<file path="config.mk">
export PLATFORM = sky130hd
export DESIGN_NAME = data_access_unit
export DESIGN_NICKNAME = d
export VERILOG_FILES = /design/src/rtl/data_access_unit.sv
export SDC_FILE = /design/constraint.sdc
export NUM_CORES = 1
export LEC_CHECK = 0
export ABC_AREA = 1
export BUFFER_PORTS_ARGS = -buffer_cell sky130_fd_sc_hd__buf_2
export CAP_MARGIN = 30
export CORE_AREA = 3 3 176 178
export DETAILED_ROUTE_END_ITERATION = 6
export DIE_AREA = 0 0 179 181
export PLACE_DENSITY = 0.64
export RECOVER_POWER = 100
export SYNTH_ARGS = -nofsm -noshare
export SYNTH_HDL_FRONTEND = slang
export SYNTH_SLANG_ARGS = --single-unit
</file>
<file path="constraint.sdc">
create_clock -name clk -period 6.5 [get_ports clk]
set_input_delay 0 -clock clk [delete_from_list [all_inputs] [get_ports clk]]
set_output_delay 0 -clock clk [all_outputs]
set_load 0.01 [all_outputs]
</file>
<file path="src/rtl/data_access_unit.sv">
// data_access_unit: M-stage memory sequencer.
// Splits scalar and vector loads/stores into WORD_W beats on a req/ack port
// and raises BusyDA while an access is in flight so the pipeline stalls.
// Optional feature macro: DA_TIMEOUT_EN adds a per-beat watchdog that aborts
// a stuck access and sets the sticky ErrDA flag.
module data_access_unit #(
  parameter int ADDR_W      = 32,
  parameter int WORD_W      = 32,
  parameter int VEC_W       = 128,
  parameter int TIMEOUT_CYC = 255
) (
  input  logic              clk,
  input  logic              rst,
  input  logic              MemReadM,
  input  logic              MemWriteM,
  input  logic              VecM,
  input  logic [ADDR_W-1:0] AddrM,
  input  logic [WORD_W-1:0] WriteDataM,
  input  logic [VEC_W-1:0]  WriteDataVM,
  output logic [WORD_W-1:0] ReadDataM,
  output logic [VEC_W-1:0]  ReadDataVM,
  output logic              BusyDA,
  output logic              ErrDA,
  output logic              mem_req,
  output logic              mem_we,
  output logic [ADDR_W-1:0] mem_addr,
  output logic [WORD_W-1:0] mem_wdata,
  input  logic              mem_ack,
  input  logic [WORD_W-1:0] mem_rdata
);

  localparam int BEATS      = VEC_W / WORD_W;
  localparam int BEAT_W     = $clog2(BEATS);
  localparam int WORD_BYTES = WORD_W / 8;
  localparam int VEC_BYTES  = VEC_W / 8;

  localparam logic [ADDR_W-1:0] WORD_MASK = ADDR_W'(WORD_BYTES - 1);
  localparam logic [ADDR_W-1:0] VEC_MASK  = ADDR_W'(VEC_BYTES - 1);
  localparam logic [BEAT_W-1:0] LAST_BEAT = BEAT_W'(BEATS - 1);

  // Elaboration-time parameter sanity checks.
  if (BEATS < 2 || BEATS * WORD_W != VEC_W) begin : g_bad_beats
    $error("data_access_unit: VEC_W must be an integer multiple (>=2) of WORD_W");
  end
  if (TIMEOUT_CYC < 1) begin : g_bad_timeout
    $error("data_access_unit: TIMEOUT_CYC must be at least 1");
  end

  typedef enum logic [1:0] {
    IDLE   = 2'd0,
    ACCESS = 2'd1,
    DONE   = 2'd2
  } state_e;

  state_e              state_q, state_d;
  logic [BEAT_W-1:0]   beat_q, beat_d;
  logic [VEC_W-1:0]    rdata_q, rdata_d;
  logic                fast_done;
  logic                start;
  logic                is_last;
  logic [ADDR_W-1:0]   base_addr;
  logic [ADDR_W-1:0]   beat_addr;
  logic [WORD_W-1:0]   beat_wdata;

`ifdef DA_TIMEOUT_EN
  localparam int WAIT_W = $clog2(TIMEOUT_CYC + 1);
  localparam logic [WAIT_W-1:0] WAIT_LAST = WAIT_W'(TIMEOUT_CYC - 1);

  logic [WAIT_W-1:0] wait_q, wait_d;
  logic              err_q, err_d;
`endif

  // A new access begins only from IDLE; reset suppresses any new request.
  assign start   = (MemReadM | MemWriteM) & (state_q == IDLE) & ~rst;
  assign is_last = ~VecM | (beat_q == LAST_BEAT);

  // Beat address: align down to the access size, then step one word per beat.
  assign base_addr  = AddrM & ~(VecM ? VEC_MASK : WORD_MASK);
  assign beat_addr  = base_addr + (ADDR_W'(beat_q) * ADDR_W'(WORD_BYTES));
  assign beat_wdata = VecM ? WriteDataVM[beat_q*WORD_W +: WORD_W] : WriteDataM;

  // Port outputs are zero whenever no beat is being requested.
  assign mem_we    = mem_req & MemWriteM;
  assign mem_addr  = mem_req ? beat_addr  : '0;
  assign mem_wdata = mem_req ? beat_wdata : '0;

  // Scalar same-cycle completion forwards the memory word straight through.
  assign ReadDataM  = fast_done ? mem_rdata : rdata_q[WORD_W-1:0];
  assign ReadDataVM = rdata_q;

`ifdef DA_TIMEOUT_EN
  assign ErrDA = err_q;
`else
  assign ErrDA = 1'b0;
`endif

  // Next-state, beat sequencing, read-data capture and request/stall outputs.
  always_comb begin
    // NOTE: every variable gets a default first so no path leaves it unassigned and no latch is inferred.
    state_d   = state_q;
    beat_d    = beat_q;
    rdata_d   = rdata_q;
    mem_req   = 1'b0;
    BusyDA    = 1'b0;
    fast_done = 1'b0;
`ifdef DA_TIMEOUT_EN
    wait_d    = wait_q;
    err_d     = err_q;
`endif

    if (!rst) begin
      case (state_q)
        IDLE: begin
          if (start) begin
            mem_req = 1'b1;
            beat_d  = '0;
            // Clear so any beat never received reads back as zero.
            rdata_d = '0;
            if (mem_ack && !MemWriteM) begin
              rdata_d[beat_q*WORD_W +: WORD_W] = mem_rdata;
            end
            if (mem_ack && !VecM) begin
              fast_done = 1'b1;
            end else begin
              BusyDA  = 1'b1;
              state_d = ACCESS;
              if (mem_ack) begin
                beat_d = beat_q + 1'b1;
              end
            end
          end
        end

        ACCESS: begin
          mem_req = 1'b1;
          BusyDA  = 1'b1;
          if (mem_ack) begin
            if (!MemWriteM) begin
              rdata_d[beat_q*WORD_W +: WORD_W] = mem_rdata;
            end
            if (is_last) begin
              state_d = DONE;
              beat_d  = '0;
            end else begin
              beat_d = beat_q + 1'b1;
            end
          end
        end

        DONE: begin
          state_d = IDLE;
          beat_d  = '0;
        end

        default: begin
          state_d = IDLE;
          beat_d  = '0;
        end
      endcase

`ifdef DA_TIMEOUT_EN
      // Watchdog: count unanswered request cycles of the current beat.
      if (mem_req) begin
        if (mem_ack) begin
          wait_d = '0;
        end else if (wait_q == WAIT_LAST) begin
          wait_d  = '0;
          err_d   = 1'b1;
          state_d = DONE;
          beat_d  = '0;
        end else begin
          wait_d = wait_q + 1'b1;
        end
      end
`endif
    end
  end

  // State, beat counter and read-data registers with synchronous reset.
  always_ff @(posedge clk) begin
    if (rst) begin
      // NOTE: the read-data register is reset too, so loads never expose stale data after reset.
      state_q <= IDLE;
      beat_q  <= '0;
      rdata_q <= '0;
`ifdef DA_TIMEOUT_EN
      wait_q  <= '0;
      err_q   <= 1'b0;
`endif
    end else begin
      // NOTE: non-blocking assignments keep all registers updating from the same pre-edge values.
      state_q <= state_d;
      beat_q  <= beat_d;
      rdata_q <= rdata_d;
`ifdef DA_TIMEOUT_EN
      wait_q  <= wait_d;
      err_q   <= err_d;
`endif
    end
  end

endmodule

</file>
==> impl_metrics.prom, run 1 <==
# TYPE chip_impl_metric gauge
chip_impl_metric{name="fill_cell_instance_count_of_the_final_layout",unit=""} 3353
chip_impl_metric{name="drive_gt1_frac",unit=""} 0.137
chip_impl_metric{name="worst_ep_arrival_time",unit="ns"} 4.67
chip_impl_metric{name="clk_latency",unit="ns"} 0.42
chip_impl_metric{name="cts-root-to-sink-buffers",unit=""} 2
chip_impl_metric{name="number_of_global_route_vias_before_repair",unit=""} 10800
chip_impl_metric{name="drtPass1Iterations",unit=""} 5
chip_impl_info{name="endpoint",value="ReadDataVM[19]"} 1
chip_impl_metric{name="dieArea",unit="µm²"} 32400
chip_impl_metric{name="vias_per_cell",unit=""} 4.60
chip_impl_metric{name="setup-tns-final",unit="ns"} 0
chip_impl_info{name="run_status",value="complete, but fails checks"} 1
chip_impl_metric{name="worst_slew_pin_slew",unit="ns"} 2.61
chip_impl_info{name="cp_slowest_cell",value="clkbuf_1"} 1
chip_impl_metric{name="route.detailed.drc",unit=""} 0
chip_impl_metric{name="cts_htree_levels",unit=""} 4
chip_impl_info{name="rsz_0062_raised_after_global_routing",value="no"} 1
chip_impl_metric{name="place.port_buffers",unit=""} 452
chip_impl_info{name="min_path_type",value="in -> reg"} 1
chip_impl_metric{name="grt_first_pass_wirelength",unit="µm"} 59500
chip_impl_metric{name="vias",unit=""} 11600
chip_impl_metric{name="floorplan.io_pins",unit=""} 458
chip_impl_metric{name="floorplan.rows",unit=""} 63
chip_impl_metric{name="final_nets",unit=""} 2348
chip_impl_metric{name="powerDensity",unit="nW/µm²"} 364
chip_impl_info{name="path_class",value="in -> reg"} 1
chip_impl_metric{name="gp_congestion",unit=""} 0.967
chip_impl_metric{name="synth_cell_type_count",unit=""} 32
chip_impl_metric{name="cap_violations",unit=""} 2
chip_impl_metric{name="final_max_slew_viol_count",unit=""} 129
chip_impl_metric{name="aggregate_routed_wire_length",unit="µm"} 39600
chip_impl_metric{name="cp_data_required_time",unit="ns"} 6.81
chip_impl_info{name="setup.worst_path.start",value="rst"} 1
chip_impl_metric{name="post-dp-hpwl",unit="µm"} 30300
chip_impl_info{name="crit_path_end_kind",value="flop"} 1
chip_impl_metric{name="area.growth.synth_to_final",unit="%"} 30.0
chip_impl_metric{name="initial_utilization",unit=""} 0.321
chip_impl_metric{name="ys_seq_elements",unit=""} 132
chip_impl_metric{name="drc_violation_total_after_the_first_tritonroute_iteration",unit=""} 670
chip_impl_metric{name="reg2reg_setup_slack",unit="ns"} 3.73
chip_impl_metric{name="clk_pin_slew_worst_paths",unit="ns"} 0.06
chip_impl_metric{name="mappedNetlistArea",unit="µm²"} 9490
chip_impl_metric{name="aggregate_global_routing_overflow",unit=""} 0
chip_impl_metric{name="end_of_flow_core_utilization",unit=""} 0.417
chip_impl_info{name="crit-reg2reg-capture",value="ReadDataVM[17]"} 1
chip_impl_metric{name="die_height",unit="µm"} 181
chip_impl_metric{name="total_power",unit="W"} 0.00449
chip_impl_metric{name="finalCritPeriodShare",unit=""} 0.671
chip_impl_metric{name="path_max_fanout",unit=""} 63
chip_impl_metric{name="synthesized_instance_count",unit=""} 1703
chip_impl_metric{name="fin_crit",unit="ns"} 4.36
chip_impl_metric{name="synth_seq_area_share",unit=""} 0.279
chip_impl_info{name="cts_tree",value="yes"} 1
chip_impl_metric{name="post_drt_wl_per_cell",unit="µm"} 15.7
chip_impl_info{name="worst_setup_path_start_kind",value="input port"} 1
chip_impl_metric{name="total_leakage_power",unit="nW"} 6.17
chip_impl_metric{name="avgSynthCellArea",unit="µm²"} 5.57
chip_impl_info{name="clock-root-buffer",value="clkbuf_16"} 1
chip_impl_metric{name="floorplan.core_area",unit="µm²"} 29600
chip_impl_metric{name="antenna_found_initial",unit=""} 6
chip_impl_info{name="crit_chain",value="clkbuf_1 -> clkbuf_1 -> nor2_2 -> nand3_1 -> nand2_1 -> nand3_2 -> buf_4 -> nand2_1 -> inv_1 -> nor2_1"} 1
chip_impl_metric{name="setup_viol_count_final",unit=""} 0
chip_impl_metric{name="maxSlewHeadroom",unit=""} -0.738
chip_impl_metric{name="ir_worst_vdd",unit="µV"} 198
chip_impl_metric{name="pin_count_of_the_biggest_net_entering_global_routing",unit=""} 73
chip_impl_metric{name="finalHoldViolCount",unit=""} 0
chip_impl_metric{name="worst_r2r_path_depth",unit=""} 8
chip_impl_info{name="failed_checks",value="capacitance limit, slew limit"} 1
chip_impl_metric{name="cts_sinks",unit=""} 132
chip_impl_metric{name="globalRouteTotalUtil",unit=""} 0.235
chip_impl_metric{name="fmax",unit="MHz"} 229
chip_impl_metric{name="finalClockSkew",unit="ns"} 0.00992
chip_impl_metric{name="cts_made_buffers",unit=""} 17
chip_impl_info{name="launching_point_of_the_worst_reg2reg_path",value="beat_q[0]"} 1
chip_impl_metric{name="chipWidth",unit="µm"} 179
chip_impl_metric{name="synth.yosys.warnings",unit=""} 0
chip_impl_metric{name="ant_nets",unit=""} 0
chip_impl_metric{name="critical-path-max-stage-delay",unit="ns"} 1.86
[stage by stage]
step / std cells / hold WS, ns / instance area [µm²] / setup slack [ns]
2_1_floorplan: 1705 / 0.129 / 9490 / 4.30
3_3_place_gp: 2465 / 0.370 / 11900 / 3.74
3_5_place_dp: 2465 / 0.378 / 11900 / 3.69
4_1_cts: 2514 / 0.00114 / 12600 / 3.32
5_1_grt: 2515 / 0.0271 / 12300 / 1.62
6_report: 2516 / 0.0148 / 12300 / 2.14
[report_power, final]
group	switching, W	leakage, nW	internal (W)	total (W)
sequential	0.000200	1.09	0.00112	0.00132
combinational	0.00149	4.82	0.000732	0.00222
clock	0.000399	0.267	0.000540	0.000939
[critical path: cells and delay by family]
kind	cells	cell delay, ns
AND/OR/NAND/NOR	6	1.32
buffers and inverters	4	3.27
[sequential cells by signal, indices dropped and copies added (netlist names)]
| name | flops |
|---|---|
| beat_q | 2 |
| ReadDataVM | 128 |
| state_q | 2 |
[placed cells by master (no fill, tap or decap), types with 2 or more instances in the layout]
master         netlist  final
clkinv_2             0      3
nand3_4              2      2
dlygate4sd3_1        0     17
nor2_2               1      2
xnor2_1              5      5
clkbuf_16            0     17
inv_6                0      3
nor2_1             508    507
clkbuf_1            51    222
a31oi_1             32     32
clkinvlp_4           0      5
dfxtp_1            132    131
a21oi_1              6      6
nand2_1            333    334
o21ai_0            135    136
buf_2               29    232
nand3_1             24     25
or2_2                3      3
nor3_1               4      4
inv_1              300    300
conb_1               1      3
diode_2              0      2
o21bai_1            92     92
buf_4                8     14
ha_1                 6      6
nand4_1              9      9
[kinds of logic (layout without fill, tap and decap cells)]
logic type	after synthesis	count (layout)	share of synthesized area
AOI/OAI and AO/OA	269	269	0.171
xor gates and xnor gates	6	6	0.00554
other	1	5	0.000395
DFF	132	132	0.279
buffers and inverters	399	818	0.170
and+or+nand+nor	889	889	0.364
adders and majority gates	7	7	0.0100
[timing repair]
item	4_1_cts	5_1_grt
endpoints found under the hold margin	25	0
buffers inserted	0	0
gates resized for setup	0	0
hold buffers	17	0
[routing by layer]
metal | track usage | up-vias | part of all wire
li1 | - | 5926 | -
met1 | 0.275 | 5131 | 0.40
met2 | 0.424 | 438 | 0.50
met3 | 0.0435 | 77 | 0.067
met4 | 0.0823 | 4 | 0.029
met5 | 0 | - | 0.00068
[area by class of cell]
| class | instances | area (µm²) | share of cell area |
|---|---|---|---|
| Tap cell | 390 | 488 | 0.0396 |
| Inverter | 301 | 1130 | 0.0916 |
| Timing Repair Buffer | 485 | 2270 | 0.184 |
| Clock inverter | 14 | 129 | 0.0104 |
| Sequential cell | 132 | 2640 | 0.214 |
| Clock buffer | 18 | 439 | 0.0356 |
| Antenna cell | 2 | 5.00 | 0.000406 |
| Multi-Input combinational cell | 1174 | 5230 | 0.424 |
[cell usage after synthesis, drive strengths merged]
master	number	area share
xnor2	5	0.0046
a31oi	32	0.021
o21bai	92	0.073
a21oi	7	0.0041
nand3	28	0.018
buf	47	0.031
a211oi	1	0.00079
nor3	4	0.0021
o21ai	136	0.072
nor2	509	0.20
inv	301	0.12
dfxtp	132	0.28
nand4	9	0.0059
clkbuf	51	0.020
o22ai	1	0.00066
conb	1	0.00040
fa	1	0.0021
xor2	1	0.00092
nand2	335	0.13
ha	6	0.0079
nor4	1	0.00066
or2	3	0.0020
[worst min-delay path by stage]
stage	start	endpoint	slack, ns	cells past startpoint
2_1_floorplan	MemWriteM	mem_we	0.13	2
3_3_place_gp	AddrM[31]	mem_addr[31]	0.37	5
3_5_place_dp	AddrM[31]	mem_addr[31]	0.38	5
4_1_cts	mem_rdata[17]	ReadDataVM[81]	0.001	5
5_1_grt	mem_rdata[25]	ReadDataVM[57]	0.03	5
6_report	mem_rdata[10]	ReadDataVM[74]	0.01	5
Power figures use the tool's default switching activity.
==> inputs of run 2 (changes only) <==
--- a/config.mk
+++ b/config.mk
@@ -8,10 +8,10 @@
 export ABC_AREA = 1
 export BUFFER_PORTS_ARGS = -buffer_cell sky130_fd_sc_hd__buf_2
 export CAP_MARGIN = 30
-export CORE_AREA = 3 3 176 178
+export CORE_AREA = 3 3 177 179
 export DETAILED_ROUTE_END_ITERATION = 6
-export DIE_AREA = 0 0 179 181
-export PLACE_DENSITY = 0.64
+export DIE_AREA = 0 0 180 182
+export PLACE_DENSITY = 0.65
 export RECOVER_POWER = 100
 export SYNTH_ARGS = -nofsm -noshare
 export SYNTH_HDL_FRONTEND = slang
==> constraint.sdc (replaced) <==
create_clock -name clk -period 3.7 [get_ports clk]
set_input_delay 0 -clock clk [delete_from_list [all_inputs] [get_ports clk]]
set_output_delay 0 -clock clk [all_outputs]
set_load 0.01 [all_outputs]
==> impl_metrics.prom, run 2 (synthesized netlist as in run 1, its figures left out) <==
# TYPE chip_impl_metric gauge
chip_impl_info{name="run_status",value="complete, no violations"} 1
chip_impl_info{name="setup.worst_path.start",value="beat_q[0]"} 1
chip_impl_info{name="most_common_library_cell_in_the_layout_ignoring_fill_and_taps",value="nor2_1"} 1
chip_impl_metric{name="pin_count_of_the_biggest_net_entering_global_routing",unit=""} 95
chip_impl_metric{name="finalClockSkew",unit="ns"} 0.00870
chip_impl_metric{name="pwr-share-comb",unit=""} 0.486
chip_impl_metric{name="total_leakage_power",unit="nW"} 6.21
chip_impl_metric{name="die_height",unit="µm"} 182
chip_impl_metric{name="cp_num_buf_inv",unit=""} 2
chip_impl_metric{name="drc_violation_total_after_the_first_tritonroute_iteration",unit=""} 765
chip_impl_info{name="launching_point_of_the_worst_reg2reg_path",value="beat_q[0]"} 1
chip_impl_metric{name="finalCritPeriodShare",unit=""} 0.889
chip_impl_metric{name="netSwitchingFraction",unit=""} 0.451
chip_impl_info{name="rsz_0062_raised_after_global_routing",value="no"} 1
chip_impl_info{name="worst_setup_path_start_kind",value="flop"} 1
chip_impl_metric{name="ant_nets",unit=""} 0
chip_impl_info{name="min_path_type",value="in -> reg"} 1
chip_impl_metric{name="cts_sinks",unit=""} 132
chip_impl_info{name="crit_chain",value="clkbuf_2 -> nor2_1 -> nor2_1 -> o21ai_0 -> a31oi_1 -> clkbuf_1"} 1
chip_impl_metric{name="setup-tns-final",unit="ns"} 0
chip_impl_metric{name="critical_path_cell_count",unit=""} 6
chip_impl_info{name="critical-path-top-delay-family",value="buffers and inverters"} 1
chip_impl_metric{name="gp_congestion",unit=""} 0.984
chip_impl_metric{name="floorplan.core_area",unit="µm²"} 29700
chip_impl_metric{name="cts_made_buffers",unit=""} 17
chip_impl_metric{name="route.detailed.drc",unit=""} 0
chip_impl_metric{name="post-dp-hpwl",unit="µm"} 30800
chip_impl_metric{name="p_seq_frac",unit=""} 0.289
chip_impl_info{name="crit_path_end_kind",value="output port"} 1
chip_impl_metric{name="fmax",unit="MHz"} 304
chip_impl_metric{name="floorplan.rows",unit=""} 63
chip_impl_metric{name="antenna_found_initial",unit=""} 13
chip_impl_info{name="final_cell_mix",value="nor2_1 (508), nand2_1 (333), inv_1 (301)"} 1
chip_impl_metric{name="worst_slew_pin_slew",unit="ns"} 1.26
chip_impl_metric{name="globalRouteTotalUtil",unit=""} 0.231
chip_impl_metric{name="path_max_fanout",unit=""} 57
chip_impl_metric{name="drtPass1Iterations",unit=""} 5
chip_impl_metric{name="fin_crit",unit="ns"} 3.29
chip_impl_metric{name="grt_first_pass_wirelength",unit="µm"} 60000
chip_impl_metric{name="cts_htree_levels",unit=""} 4
chip_impl_metric{name="vias",unit=""} 11600
chip_impl_metric{name="number_of_global_route_vias_before_repair",unit=""} 10700
chip_impl_metric{name="aggregate_routed_wire_length",unit="µm"} 39600
chip_impl_metric{name="cp_data_required_time",unit="ns"} 3.70
chip_impl_metric{name="powerDensity",unit="nW/µm²"} 655
chip_impl_metric{name="reg2reg_setup_slack",unit="ns"} 0.77
chip_impl_metric{name="clk_latency",unit="ns"} 0.43
chip_impl_metric{name="largest_reg_flops",unit=""} 128
chip_impl_info{name="path_class",value="reg -> out"} 1
chip_impl_metric{name="chipWidth",unit="µm"} 180
chip_impl_metric{name="ir_worst_vdd",unit="µV"} 311
chip_impl_metric{name="critical-path-max-stage-delay",unit="ns"} 0.97
chip_impl_metric{name="worst_hold_slack",unit="ns"} 0.0224
chip_impl_metric{name="cap_violations",unit=""} 0
chip_impl_metric{name="cell_internal_power",unit="W"} 0.00445
chip_impl_metric{name="floorplan.io_pins",unit=""} 458
chip_impl_info{name="crit-reg2reg-capture",value="ReadDataVM[81]"} 1
chip_impl_info{name="critical_path.most_common_cell",value="nor2_1"} 1
chip_impl_metric{name="clock_network_fraction_of_design_power",unit=""} 0.225
chip_impl_metric{name="dieArea",unit="µm²"} 32800
chip_impl_metric{name="aggregate_global_routing_overflow",unit=""} 0
chip_impl_metric{name="area.growth.synth_to_final",unit="%"} 30.5
chip_impl_metric{name="drive_gt1_frac",unit=""} 0.138
chip_impl_metric{name="setup_viol_count_final",unit=""} 0
chip_impl_metric{name="initial_utilization",unit=""} 0.319
chip_impl_metric{name="clk_pin_slew_worst_paths",unit="ns"} 0.06
chip_impl_metric{name="final_nets",unit=""} 2345
chip_impl_metric{name="final_max_slew_viol_count",unit=""} 0
chip_impl_metric{name="maxSlewHeadroom",unit=""} 0.160
chip_impl_metric{name="cts.repair.resized",unit=""} 0
chip_impl_metric{name="vias_per_cell",unit=""} 4.60
chip_impl_metric{name="worst_r2r_path_depth",unit=""} 9
chip_impl_metric{name="cts-root-to-sink-buffers",unit=""} 2
chip_impl_metric{name="place.port_buffers",unit=""} 452
chip_impl_info{name="cp_slowest_cell",value="clkbuf_2"} 1
chip_impl_metric{name="p_sw",unit="W"} 0.00366
chip_impl_metric{name="worst_ep_arrival_time",unit="ns"} 3.29
chip_impl_metric{name="post_drt_wl_per_cell",unit="µm"} 15.7
chip_impl_metric{name="finalHoldViolCount",unit=""} 0
chip_impl_info{name="endpoint",value="mem_wdata[3]"} 1
chip_impl_info{name="cts_tree",value="yes"} 1
chip_impl_info{name="clock-root-buffer",value="clkbuf_16"} 1
==> run 2: worst min-delay path by stage <==
stage	from	end	slack [ns]	depth (start not counted)
after global placement	rst	beat_q[1]	0.32	4
after floorplan	MemWriteM	mem_we	0.13	2
after global routing	mem_rdata[28]	ReadDataVM[92]	0.03	5
after CTS	mem_rdata[16]	ReadDataVM[48]	0.002	5
after detailed placement	rst	beat_q[1]	0.32	4
final	mem_rdata[22]	ReadDataVM[86]	0.02	5
==> run 2: stage by stage <==
stage	instance area, µm²	setup slack [ns]	utilization	instances	total power, W
5_1_grt	12400	0.261	0.417	2519	0.00882
3_5_place_dp	11900	1.05	0.401	2467	0.00647
3_3_place_gp	11900	1.06	0.401	2467	0.00639
2_1_floorplan	9490	1.50	-	1705	0.00502
4_1_cts	12700	0.783	0.426	2511	0.00835
6_report	12400	0.409	0.417	2519	0.00811
==> run 2: cell type report <==
type | instances | area [µm²]
fillers | 3399 | 17300
multi-input cells | 1174 | 5220
flip-flops and latches | 132 | 2640
repair buffers | 482 | 2240
inverters | 301 | 1130
well taps | 390 | 488
clock buffers | 19 | 453
clock inverters | 13 | 181
diodes | 8 | 20.0
==> run 2: worst reg2reg max path, stage by stage (launching register included) <==
cell and delay [ns]:
dfxtp_1 0.76, inv_1 0.14, ha_1 0.41, nand2_1 0.13, inv_1 0.07, nand4_1 0.52
clkbuf_2 0.48, nor2_1 0.20, nor2_1 0.05, nor2_1 0.12
==> run 2: repair_timing <==
action / 4_1_cts / 5_1_grt
hold buffers: 12 / 0
hold endpoints to repair: 13 / 0
setup buffers: 0 / 0
==> run 2: metal layers <==
metal | routed length [µm] | global-route usage
met1 | 16300 | 0.277
met2 | 19200 | 0.403
met3 | 2580 | 0.0407
met4 | 1490 | 0.106
met5 | 41 | 0
==> run 2: power groups by stage <==
stage | clock network [W] | registers [W] | logic, W
after floorplan | 0 | 0.00254 | 0.00248
after global placement | 0 | 0.00233 | 0.00405
after detailed placement | 0 | 0.00235 | 0.00412
after CTS | 0.00187 | 0.00233 | 0.00415
after global routing | 0.00192 | 0.00241 | 0.00450
final | 0.00183 | 0.00234 | 0.00394
==> inputs of run 3 (changes only) <==
--- a/config.mk
+++ b/config.mk
@@ -6,12 +6,15 @@
 export NUM_CORES = 1
 export LEC_CHECK = 0
 export ABC_AREA = 1
+export ABC_CLOCK_PERIOD_IN_PS = 3700
 export BUFFER_PORTS_ARGS = -buffer_cell sky130_fd_sc_hd__buf_2
 export CAP_MARGIN = 30
-export CORE_AREA = 3 3 177 179
+export CELL_PAD_IN_SITES_DETAIL_PLACEMENT = 1
+export CELL_PAD_IN_SITES_GLOBAL_PLACEMENT = 1
+export CORE_MARGIN = 3
+export CORE_UTILIZATION = 27
 export DETAILED_ROUTE_END_ITERATION = 6
-export DIE_AREA = 0 0 180 182
-export PLACE_DENSITY = 0.65
+export PLACE_DENSITY = 0.82
 export RECOVER_POWER = 100
 export SYNTH_ARGS = -nofsm -noshare
 export SYNTH_HDL_FRONTEND = slang
==> impl_metrics.prom, run 3 (synthesized netlist as in run 1, its figures left out) <==
# TYPE chip_impl_metric gauge
chip_impl_metric{name="drive_gt1_frac",unit=""} 0.136
chip_impl_metric{name="worst_hold_slack",unit="ns"} 0.0133
chip_impl_metric{name="fmax",unit="MHz"} 322
chip_impl_metric{name="pin_count_of_the_biggest_net_entering_global_routing",unit=""} 95
chip_impl_metric{name="globalRouteTotalUtil",unit=""} 0.225
chip_impl_metric{name="vias",unit=""} 12000
chip_impl_info{name="launching_point_of_the_worst_reg2reg_path",value="beat_q[0]"} 1
chip_impl_metric{name="area.growth.synth_to_final",unit="%"} 30.1
chip_impl_metric{name="route.detailed.drc",unit=""} 0
chip_impl_metric{name="post_drt_wl_per_cell",unit="µm"} 17.1
chip_impl_metric{name="powerDensity",unit="nW/µm²"} 660
chip_impl_metric{name="cp_data_required_time",unit="ns"} 3.70
chip_impl_metric{name="floorplan.io_pins",unit=""} 458
chip_impl_info{name="clock-root-buffer",value="clkbuf_16"} 1
chip_impl_metric{name="floorplan.rows",unit=""} 68
chip_impl_metric{name="setup_viol_count_final",unit=""} 0
chip_impl_metric{name="ant_nets",unit=""} 0
chip_impl_metric{name="total_power",unit="W"} 0.00814
chip_impl_metric{name="worst_ep_arrival_time",unit="ns"} 3.11
chip_impl_metric{name="final_nets",unit=""} 2340
chip_impl_metric{name="grt_first_pass_wirelength",unit="µm"} 67300
chip_impl_info{name="worst_setup_path_start_kind",value="flop"} 1
chip_impl_info{name="final_cell_mix",value="nor2_1 (508), nand2_1 (334), inv_1 (301)"} 1
chip_impl_info{name="min_path_type",value="in -> reg"} 1
chip_impl_info{name="run_status",value="complete, no violations"} 1
chip_impl_metric{name="finish.cell_count_without_fillers",unit=""} 2573
chip_impl_metric{name="floorplan.core_area",unit="µm²"} 34600
chip_impl_metric{name="worst_slew_pin_slew",unit="ns"} 1.08
chip_impl_metric{name="post-dp-hpwl",unit="µm"} 34200
chip_impl_metric{name="fin_crit",unit="ns"} 3.11
chip_impl_metric{name="vias_per_cell",unit=""} 4.65
chip_impl_info{name="hold_path.startpoint",value="mem_rdata[10]"} 1
chip_impl_metric{name="place.port_buffers",unit=""} 452
chip_impl_metric{name="setup-tns-final",unit="ns"} 0
chip_impl_metric{name="drtPass1Iterations",unit=""} 4
chip_impl_info{name="crit_path_end_kind",value="output port"} 1
chip_impl_metric{name="maxSlewHeadroom",unit=""} 0.278
chip_impl_metric{name="finalHoldViolCount",unit=""} 0
chip_impl_metric{name="final.setup.worst_slack",unit="ns"} 0.595
chip_impl_metric{name="cts.repair.resized",unit=""} 0
chip_impl_metric{name="cts_stage_hold_buffer_count",unit=""} 7
chip_impl_metric{name="finalClockSkew",unit="ns"} 0.00788
chip_impl_info{name="crit-reg2reg-capture",value="ReadDataVM[75]"} 1
chip_impl_metric{name="final_max_slew_viol_count",unit=""} 0
chip_impl_metric{name="cts_htree_levels",unit=""} 4
chip_impl_metric{name="aggregate_routed_wire_length",unit="µm"} 44100
chip_impl_info{name="endpoint",value="mem_wdata[28]"} 1
chip_impl_metric{name="path_max_fanout",unit=""} 31
chip_impl_info{name="path_class",value="reg -> out"} 1
chip_impl_metric{name="cap_violations",unit=""} 0
chip_impl_metric{name="cts_sinks",unit=""} 132
chip_impl_metric{name="cts-root-to-sink-buffers",unit=""} 2
chip_impl_metric{name="pre_cts_ws",unit="ns"} 0.971
chip_impl_metric{name="total_leakage_power",unit="nW"} 6.16
chip_impl_info{name="setup.worst_path.start",value="state_q[1]"} 1
chip_impl_metric{name="reg2reg_setup_slack",unit="ns"} 0.68
chip_impl_metric{name="place.detailed.instances",unit=""} 2532
chip_impl_metric{name="aggregate_global_routing_overflow",unit=""} 0
chip_impl_metric{name="die_height",unit="µm"} 193
chip_impl_metric{name="post-cts-setup-buffers",unit=""} 0
chip_impl_metric{name="dieArea",unit="µm²"} 37400
chip_impl_metric{name="antenna_found_initial",unit=""} 6
chip_impl_metric{name="finalCritPeriodShare",unit=""} 0.839
chip_impl_info{name="cts_tree",value="yes"} 1
chip_impl_metric{name="drc_violation_total_after_the_first_tritonroute_iteration",unit=""} 483
chip_impl_metric{name="largest_reg_flops",unit=""} 128
chip_impl_info{name="rsz_0062_raised_after_global_routing",value="no"} 1
chip_impl_metric{name="ir_worst_vdd",unit="µV"} 338
chip_impl_metric{name="clk_pin_slew_worst_paths",unit="ns"} 0.06
chip_impl_info{name="most_common_library_cell_in_the_layout_ignoring_fill_and_taps",value="nor2_1"} 1
chip_impl_metric{name="cts_made_buffers",unit=""} 17
chip_impl_metric{name="initial_utilization",unit=""} 0.274
chip_impl_metric{name="worst_r2r_path_depth",unit=""} 8
chip_impl_metric{name="gp_congestion",unit=""} 0.930
chip_impl_metric{name="number_of_global_route_vias_before_repair",unit=""} 12400
chip_impl_metric{name="clk_latency",unit="ns"} 0.42
chip_impl_metric{name="chipWidth",unit="µm"} 193
## run 3: cell types whose count changed in the layout (fill, tap and decap cells not counted), moves of 2 or more
cell,previous run,this run
diode_2,8,2
clkinv_4,3,0
bufinv_16,4,2
clkinvlp_4,2,4
nand3_2,2,0
clkbuf_1,220,222
inv_6,0,2
dlygate4sd3_1,12,7
## run 3: critical path, cell delays in order (launching register included)
cell      delay (ns)
dfxtp_1         0.35
nor2_1          0.26
o21ai_0         0.15
buf_4           0.24
inv_1           0.35
clkbuf_2        0.56
o21ai_0         0.19
a31oi_1         0.21
clkbuf_1        0.34
## run 3: layout make-up
type / count / area (µm²)
fill: 4900 / 22300
multi-input combinational: 1174 / 5220
sequential: 132 / 2640
timing repair buffer: 477 / 2190
inverter: 301 / 1130
tap: 455 / 569
clock buffer: 20 / 457
clock inverter: 12 / 128
antenna: 2 / 5.00
## run 3: worst min-delay path by stage
| stage | end | slack, ns | cells after the start |
|---|---|---|---|
| after floorplan | mem_we | 0.13 | 2 |
| after global placement | beat_q[1] | 0.34 | 4 |
| after detailed placement | beat_q[1] | 0.34 | 4 |
| after CTS | ReadDataVM[83] | 0.0007 | 5 |
| after global routing | ReadDataVM[121] | 0.03 | 5 |
| final | ReadDataVM[74] | 0.01 | 5 |
## run 3: metrics by stage
stage	area [µm²]	utilization
2_1_floorplan	9490	-
3_3_place_gp	12000	0.346
3_5_place_dp	12000	0.346
4_1_cts	12600	0.365
5_1_grt	12300	0.356
6_report	12300	0.356
## run 3: routing by layer
metal  share of wire  GRT usage  wire (µm)  vias to the layer above
met5         0.00077          0         34                        -
met3           0.057     0.0475       2500                      112
met1            0.40      0.249      17500                     5544
met4           0.053      0.114       2340                        4
li1                -          -          -                     5907
met2            0.49      0.404      21800                      410
## run 3: where the power goes
group	internal (W)	leakage [nW]	switching, W
registers	0.00198	1.09	0.000356
clock network	0.00103	0.279	0.000691
logic	0.00130	4.79	0.00280
